## src/rtl/bsg_manycore_ruche_bypass_buffer.sv

```systemverilog
// Retiming FIFOs for the pass-through ruche channels 1..ruche_factor_X_p-1 of a ruche tile.
// Direction index: 0 = W, 1 = E. Input [i][W] drains to output [i][E] and vice versa.

module bsg_manycore_ruche_bypass_lane
  #(parameter int width_p       = 8
    , parameter int els_p       = 2
    , parameter bit use_credits_p = 1'b0
    , parameter int credit_els_p = 2
    , localparam int ptr_w_lp   = $clog2(els_p)
    , localparam int cnt_w_lp   = $clog2(els_p+1)
    , localparam int cred_w_lp  = $clog2(credit_els_p+1))
   (input  logic                 clk_i
    , input  logic                 reset_i
    , input  logic                 v_i
    , input  logic [width_p-1:0]   data_i
    , output logic                 ready_o
    , output logic                 v_o
    , output logic [width_p-1:0]   data_o
    , input  logic                 ready_i
    , output logic [cnt_w_lp-1:0]  occupancy_o);

    logic [els_p-1:0][width_p-1:0] mem_r;
    logic [ptr_w_lp-1:0]  wr_ptr_r, rd_ptr_r;
    logic [cnt_w_lp-1:0]  count_r;
    logic [cred_w_lp-1:0] credits_r;
    logic enq, deq, credit_ok;

    assign ready_o     = ~reset_i & (count_r != cnt_w_lp'(els_p));
    assign credit_ok   = use_credits_p ? (credits_r != '0) : 1'b1;
    assign v_o         = ~reset_i & (count_r != '0) & credit_ok;
    assign data_o      = mem_r[rd_ptr_r];
    assign occupancy_o = reset_i ? '0 : count_r;

    assign enq = v_i & ready_o;
    // In credit mode every valid cycle is a send; ready_i only returns credits.
    assign deq = v_o & (use_credits_p | ready_i);

    always_ff @(posedge clk_i) begin
        if (enq)
            mem_r[wr_ptr_r] <= data_i;
    end

    always_ff @(posedge clk_i) begin
        if (reset_i) begin
            wr_ptr_r <= '0;
            rd_ptr_r <= '0;
            count_r  <= '0;
        end else begin
            if (enq)
                wr_ptr_r <= (wr_ptr_r == ptr_w_lp'(els_p-1)) ? '0 : wr_ptr_r + ptr_w_lp'(1);
            if (deq)
                rd_ptr_r <= (rd_ptr_r == ptr_w_lp'(els_p-1)) ? '0 : rd_ptr_r + ptr_w_lp'(1);
            if (enq & ~deq)
                count_r <= count_r + cnt_w_lp'(1);
            else if (~enq & deq)
                count_r <= count_r - cnt_w_lp'(1);
        end
    end

    // A return with the counter already full is dropped so the count never overflows.
    always_ff @(posedge clk_i) begin
        if (reset_i)
            credits_r <= cred_w_lp'(credit_els_p);
        else if (use_credits_p) begin
            if (deq & ~ready_i)
                credits_r <= credits_r - cred_w_lp'(1);
            else if (~deq & ready_i & (credits_r != cred_w_lp'(credit_els_p)))
                credits_r <= credits_r + cred_w_lp'(1);
        end
    end

    if (use_credits_p) begin : g_credit_chk
        credit_overflow: assert property (@(posedge clk_i) disable iff (reset_i)
            !(ready_i && credits_r == cred_w_lp'(credit_els_p)));
    end

endmodule

module bsg_manycore_ruche_bypass_buffer
  #(parameter int width_p          = 8
    , parameter int ruche_factor_X_p = 3
    , parameter int els_p          = 2
    , parameter logic [2*(ruche_factor_X_p-1)-1:0] use_credits_p = '0
    , parameter int credit_els_p   = 2
    , localparam int lanes_lp      = 2*(ruche_factor_X_p-1)
    , localparam int occ_w_lp      = $clog2(els_p+1))
   (input  logic                                                clk_i
    , input  logic                                                reset_i
    , input  logic [ruche_factor_X_p-1:1][1:0]                    v_i
    , input  logic [ruche_factor_X_p-1:1][1:0][width_p-1:0]       data_i
    , output logic [ruche_factor_X_p-1:1][1:0]                    ready_o
    , output logic [ruche_factor_X_p-1:1][1:0]                    v_o
    , output logic [ruche_factor_X_p-1:1][1:0][width_p-1:0]       data_o
    , input  logic [ruche_factor_X_p-1:1][1:0]                    ready_i
    , output logic [ruche_factor_X_p-1:1][1:0][occ_w_lp-1:0]      occupancy_o);

    // Lane state, use_credits_p bits, ready_i and occupancy_o are indexed by the output side.
    for (genvar i = 1; i < ruche_factor_X_p; i++) begin : g_ch
        for (genvar d = 0; d < 2; d++) begin : g_dir
            localparam int o_lp = 1 - d;
            localparam int bit_lp = (i-1)*2 + o_lp;

            bsg_manycore_ruche_bypass_lane
              #(.width_p(width_p)
                ,.els_p(els_p)
                ,.use_credits_p(use_credits_p[bit_lp])
                ,.credit_els_p(credit_els_p))
            lane
              (.clk_i(clk_i)
               ,.reset_i(reset_i)
               ,.v_i(v_i[i][d])
               ,.data_i(data_i[i][d])
               ,.ready_o(ready_o[i][d])
               ,.v_o(v_o[i][o_lp])
               ,.data_o(data_o[i][o_lp])
               ,.ready_i(ready_i[i][o_lp])
               ,.occupancy_o(occupancy_o[i][o_lp]));
        end
    end

endmodule

```

## config.mk

```make
export PLATFORM = sky130hd
export DESIGN_NAME = bsg_manycore_ruche_bypass_buffer
export DESIGN_NICKNAME = d
export VERILOG_FILES = /design/src/rtl/bsg_manycore_ruche_bypass_buffer.sv
export SDC_FILE = /design/constraint.sdc
export NUM_CORES = 1
export LEC_CHECK = 0
export CAP_MARGIN = 20
export CORE_UTILIZATION = 51
export DETAILED_ROUTE_END_ITERATION = 8
export PLACE_DENSITY = 0.84
export SYNTH_ARGS = -nofsm -noshare
export SYNTH_HDL_FRONTEND = slang
export SYNTH_SLANG_ARGS = --single-unit
```

## constraint.sdc

```tcl
create_clock -name clk_i -period 6.2 [get_ports clk_i]
set_input_delay 1.24 -clock clk_i [delete_from_list [all_inputs] [get_ports clk_i]]
set_output_delay 1.24 -clock clk_i [all_outputs]
set_load 0.1 [all_outputs]
```

==> reports/summary.txt, run 1 <==
Placed cells: 376
Status: finished clean
Clk buf depth: 2
# port buffers: 89
# H-tree levels: 3
DR vias/cell: 5.05
Slowest cell on the critical path: clkdlybuf4s50_1
TritonCTS Sinks: 80
Leak pwr: 1.59 nW
Post-synthesis xor/xnor area fraction: 3.22%
DP HPWL: 4120 µm
Starting density of the core: 53.9%
Num CTS Buffers: 9
Post-CTS Resized: 0
Antenna Nets Post-Route: 0
Post-layout power: 1.82 mW
WP data required: 4960 ps
Skew final: 11.0 ps
Max-cap viol count: 0
Peak VDD IR: 0.312 mV
GP Congestion: 0.698
Crit. End Element: primary output
Mapped Cells: 224
TritonCTS clock tree: built
Top delay family on crit path: buffers and inverters
PD cells: 416 nW/µm²
CP peak stage delay: 1140 ps
Clock-pin transition on the worst setup and hold timing paths: 70 ps
Initial drt markers: 53
Main combinational cell family by area after synthesis: multiplexers
WS Path Type: in2out
Vias in the first global route: 1959
CP arrival: 2910 ps
Nets: 358
Die ar.: 6730 µm²
GRT Util Overall: 18.0%
Global-route wire length before repair: 8780 µm
Max-slew violations: 0
I/O pins: 90
Worst-path maximum fanout: 2
Post-synthesis compound-gate area fraction: 2.45%
Crit start category: input port
Simple-Gate Fraction of Synth Area: 9.65%
Synth-to-layout area growth: 34.0%
YS warnings: 0
Post-Syn Area per Cell: 14.6 µm²
Clk root buf: clkbuf_8
Post-synthesis cell type count: 19
Top cell by count, worst path: clkdlybuf4s50_1
Rows: 28
Cts hold-fix bufs: 0
Largest net degree at the start of global routing: 40
Share of layout cells above drive strength 1: 21.5%
Core area: 6060 µm²
Adder-Cell Fraction of Synth Area: 1.53%
Drt drc: 0
Total wire length after detailed routing: 5710 µm
Netlist Area Pre-Place: 3270 µm²
Seq/Total Area, Yosys: 68.6%
Worst slew pin tran: 982 ps
Final setup vio count: 0
Fin Setup TNS: 0 ps
Initial antenna violation count: 0
Proportion of synthesized area in mux cells: 11.0%
Die span in y: 82.1 µm
Mapped Nets: 270
Seq cells post-synth: 80
Relative slew margins: 34.3%
Diode count: 0
CP Cell Sequence: clkdlybuf4s50_1 > nor2_1 > clkdlybuf4s50_1
Max Clock Freq: 241 MHz
Via count: 1978
Setup Buffers After CTS: 0
Final worst path period share: 66.9%
Final hold vios: 0
RSZ-0062 raised after global routing: no
Final min period: 4150 ps
Worst path bufs/invs: 2
Clock latency on the worst-skew pair: 330 ps
Die Wd: 82.1 µm
Fin cells: 392
HP Class: reg2reg
Detailed-router iteration count before antenna repair: 4
WL per Instance: 14.6 µm
Grt ovf: 0
==> cell type report <==
class	instances	area, µm²
Sequential cell	80	2240
Clock buffer	12	135
Multi-Input combinational cell	124	917
Timing Repair Buffer	93	883
Fill cell	432	1680
Tap cell	75	93.8
Inverter	4	15.0
Clock inverter	4	93.8
==> Yosys cell counts <==
master,n,area [µm²]
a21oi_1,4,20.0
and2_1,4,25.0
buf_2,8,40.0
buf_4,8,60.1
dfxtp_1,16,320
edfxtp_1,64,1920
ha_1,4,50.1
inv_1,4,15.0
mux2_2,32,360
nand2_1,8,30.0
nor2_1,20,75.1
nor2b_1,8,50.1
nor2b_2,4,35.0
nor3_1,4,20.0
nor4_1,4,25.0
o21ai_0,12,60.1
or3_1,4,25.0
or4_1,4,30.0
xor2_1,12,105
==> per-layer routing <==
layer / vias to the layer above / share of wire (%) / track usage, %
li1: 986 / - / -
met1: 917 / 42 / 20.6
met2: 62 / 51 / 30.7
met3: 13 / 4.6 / 4.89
met4: 0 / 2.3 / 9.65
met5: - / 0 / 0
==> state kept, by name, summed over array words and instances (netlist names) <==
register,count
g_ch.g_dir.lane.mem_r,64
g_ch.g_dir.lane.count_r,8
g_ch.g_dir.lane.rd_ptr_r,4
g_ch.g_dir.lane.wr_ptr_r,4
==> worst min-delay path: cells and delay by family (launching register included) <==
family / cells / cell delay [ps]
flip-flops: 1 / 330
AO/OA/AOI/OAI: 2 / 130
==> kinds of logic after synthesis <==
logic type               Yosys count
flip-flops                        80
multiplexers                      32
adder cells (fa/ha/maj)            4
buffers and inverters             20
AND/OR/NAND/NOR                   60
XOR/XNOR                          12
AO/OA/AOI/OAI                     16
==> final timing paths <==
kind         slack [ps]  depth (start not counted)                             start                             end
max                2050                          3                           reset_i                      ready_o[1]
min                 500                          2    g_ch[1].g_dir[0].lane.wr_ptr_r  g_ch[1].g_dir[0].lane.wr_ptr_r
max reg2reg        4410                          3  g_ch[1].g_dir[0].lane.count_r[0]  g_ch[1].g_dir[0].lane.mem_r[3]
min reg2reg         500                          2    g_ch[1].g_dir[0].lane.wr_ptr_r  g_ch[1].g_dir[0].lane.wr_ptr_r
==> placed cells by master, fill, tap and decap left out, drive strengths merged, types with 4 or more instances in the layout <==
cell | synthesis | layout
clkdlybuf4s50 | 0 | 74
edfxtp | 64 | 64
mux2 | 32 | 32
nor2 | 20 | 20
buf | 16 | 19
dfxtp | 16 | 16
xor2 | 12 | 12
o21ai | 12 | 12
clkbuf | 0 | 12
nor2b | 12 | 12
nand2 | 8 | 8
inv | 4 | 4
nor3 | 4 | 4
and2 | 4 | 4
or4 | 4 | 4
or3 | 4 | 4
a21oi | 4 | 4
ha | 4 | 4
nor4 | 4 | 4
==> power breakdown <==
group          leakage [nW]  switching (mW)  internal (mW)
registers             0.718          0.0497          0.631
clock network         0.112           0.169          0.267
logic                 0.758           0.513          0.195
==> through the flow <==
| step | cell area (µm²) | hold slack [ps] | worst slack [ps] | util (%) |
|---|---|---|---|---|
| 2_1_floorplan | 3270 | 467 | 2200 | - |
| 3_3_place_gp | 4150 | 475 | 2060 | 68.5 |
| 3_5_place_dp | 4150 | 496 | 2040 | 68.5 |
| 4_1_cts | 4380 | 508 | 2040 | 72.3 |
| 5_1_grt | 4380 | 545 | 2010 | 72.3 |
| 6_report | 4380 | 504 | 2050 | 72.3 |
Power figures use the tool's default switching activity.
==> run 2: changes to the inputs <==
--- a/config.mk
+++ b/config.mk
@@ -6,9 +6,9 @@
 export NUM_CORES = 1
 export LEC_CHECK = 0
 export CAP_MARGIN = 20
-export CORE_UTILIZATION = 51
+export CORE_UTILIZATION = 48
 export DETAILED_ROUTE_END_ITERATION = 8
-export PLACE_DENSITY = 0.84
+export PLACE_DENSITY = 0.8
 export SYNTH_ARGS = -nofsm -noshare
 export SYNTH_HDL_FRONTEND = slang
 export SYNTH_SLANG_ARGS = --single-unit
==> constraint.sdc (replaced) <==
create_clock -name clk_i -period 4.3 [get_ports clk_i]
set_input_delay 0.86 -clock clk_i [delete_from_list [all_inputs] [get_ports clk_i]]
set_output_delay 0.86 -clock clk_i [all_outputs]
set_load 0.1 [all_outputs]
==> run 2 against run 1 <==
  * Cell count grew 0.51%
  * Global-route usage decreased by 0.61 points
  * Routed wire length is 1.6% higher
  * Hold slack is essentially flat
  * Via count rose by 1.1%
  * Sequential share of layout area is 2.1 points lower
  * Final area grew 4.2%
  * The run now ends with DRC left
==> reports/summary.txt, run 2 (same netlist as run 1, synthesis figures left out) <==
Starting density of the core: 50.6% (-3.3 points)
Commonest non-fill, non-tap cell in the layout: clkdlybuf4s50_1
WL per Instance: 14.7 µm (+1.1%)
GP Congestion: 0.666 (-4.7%)
Post-layout power: 2.71 mW (+48%)
DR vias/cell: 5.07 (+0.55%)
Drt drc: 4 (+4)
Rows: 29 (+3.6%)
# H-tree levels: 3 (unchanged)
Worst slew pin tran: 994 ps (+12.1 ps)
Initial drt markers: 111 (+110%)
GRT Util Overall: 17.4% (-0.61 points)
Fillers: 451 (+4.4%)
Top Registers: g_ch.g_dir.lane.mem_r x64, g_ch.g_dir.lane.count_r x8
Die Wd: 84.5 µm (+3.0%)
Status: finished with violations
Crit start category: register
Num CTS Buffers: 9 (unchanged)
Routed wl met2: 2880 µm (-2.2%)
Final min period: 3150 ps
Reg with most FFs: g_ch.g_dir.lane.mem_r
Max-cap viol count: 0 (unchanged)
Final setup vio count: 0 (unchanged)
Skew final: 8.92 ps (-2.05 ps)
Nets: 358 (unchanged)
Clk root buf: clkbuf_8
Die ar.: 7140 µm² (+6.1%)
Share of layout cells above drive strength 1: 22.4% (+0.95 points)
Slowest cell on the critical path: clkdlybuf4s50_1
Fin Setup TNS: 0 ps (unchanged)
Initial antenna violation count: 0 (unchanged)
CP peak stage delay: 1140 ps (about the same)
Max Clock Freq: 317 MHz
RSZ-0062 raised after global routing: no
Post-CTS Resized: 0 (unchanged)
WS Path Type: reg2out
Max-slew violations: 0 (unchanged)
Relative slew margins: 33.5% (-0.81 points)
Largest net degree at the start of global routing: 41 (+2.5%)
M1 wire length: 2450 µm (+3.1%)
Antenna Nets Post-Route: 0 (unchanged)
Clock latency on the worst-skew pair: 330 ps (about the same)
Final hold vios: 0 (unchanged)
Leak pwr: 1.64 nW (+3.0%)
Setup Buffers After CTS: 0 (unchanged)
Routed wl met3: 270 µm (+3.1%)
I/O pins: 90 (unchanged)
CP arrival: 2290 ps (-620 ps)
Crit. End Element: primary output
Diode count: 0 (unchanged)
Grt ovf: 0 (unchanged)
Clk buf depth: 2 (unchanged)
HP Class: reg2reg
Vias in the first global route: 2035 (+3.9%)
Failing checks: DRC
Worst-path maximum fanout: 9 (+7)
Total wire length after detailed routing: 5810 µm (+1.6%)
Detailed-router iteration count before antenna repair: 8 (+4)
Most frequent cells in the layout: 73 x clkdlybuf4s50_1, 64 x edfxtp_1, 32 x mux2_2, 20 x nor2_1, 16 x dfxtp_1
Global-route wire length before repair: 9470 µm (+7.9%)
CP Cell Sequence: mux2_2 > clkdlybuf4s50_1
TritonCTS Sinks: 80 (unchanged)
WP data required: 3440 ps (-1520 ps)
DP HPWL: 4120 µm (about the same)
Cts hold-fix bufs: 0 (unchanged)
Peak VDD IR: 0.379 mV (+21%)
Die span in y: 84.5 µm (+3.0%)
Worst path bufs/invs: 1 (-1)
Final worst path period share: 73.3%
Core area: 6460 µm² (+6.6%)
TritonCTS clock tree: built
Synth-to-layout area growth: 39.7%
DR top layer: met4
# port buffers: 89 (unchanged)
Clock-pin transition on the worst setup and hold timing paths: 80 ps (about the same)
Reg area: 2240 µm² (unchanged)
Top delay family on crit path: buffers and inverters
Area of the multi-input gates: 917 µm² (unchanged)
PD cells: 593 nW/µm² (+42%)
Largest register FFs: 64 (unchanged)
Via count: 1999 (+1.1%)
-- run 2: cell count changes in the layout (fill, tap and decap cells not counted) --
cell             before  now
clkinvlp_4            0    1
clkbuf_1              3    2
clkinv_4              0    1
buf_12                0   14
buf_4                19    6
clkdlybuf4s50_1      74   73
clkinv_1              1    0
-- run 2: layout make-up --
class / instances / area share [%]
tap: 77 / 2.11
clock inverter: 5 / 2.33
timing repair buffer: 93 / 23.1
clock buffer: 11 / 2.88
multi-input combinational: 124 / 20.1
inverter: 4 / 0.329
sequential: 80 / 49.1
-- run 2: path summary, 6_finish.rpt --
path	start	endpoint	slack [ps]	cells past startpoint
setup / recovery	g_ch[1].g_dir[1].lane.rd_ptr_r	data_o[6]	1150	2
hold / removal	g_ch[1].g_dir[1].lane.wr_ptr_r	g_ch[1].g_dir[1].lane.wr_ptr_r	500	2
setup reg to reg	g_ch[1].g_dir[0].lane.count_r[0]	g_ch[1].g_dir[0].lane.count_r[1]	2450	6
hold reg to reg	g_ch[1].g_dir[1].lane.wr_ptr_r	g_ch[1].g_dir[1].lane.wr_ptr_r	500	2
-- run 2: power breakdown --
part	total (mW)	internal [mW]	switching [mW]
logic	1.09	0.334	0.753
registers	0.979	0.909	0.0701
clock network	0.641	0.387	0.253
total	2.71	1.63	1.08
-- run 2: per-layer routing --
layer  track usage [%]  up-vias
met2              28.4       58
met4              10.2        0
met5                 0        -
met3              4.23       17
met1              21.3      941
li1                  -      983
-- run 2: worst register-to-register path: stages, from the launching register on --
cell and delay (ps):
dfxtp_1 450, nor2_1 60, nor2_1 240, nand2_1 110, ha_1 340, or4_1 520
nand2_1 80
-- run 2: metrics by stage --
step	hold slack (ps)	cells	utilization [%]	area (µm²)	setup WS, ps
finish	504	394	70.7	4560	1150
global route	554	394	70.7	4560	1040
CTS	508	394	70.7	4560	1110
detailed placement	497	378	67.0	4330	1380
global placement	477	378	67.0	4330	1400
floorplan	467	224	-	3270	1060
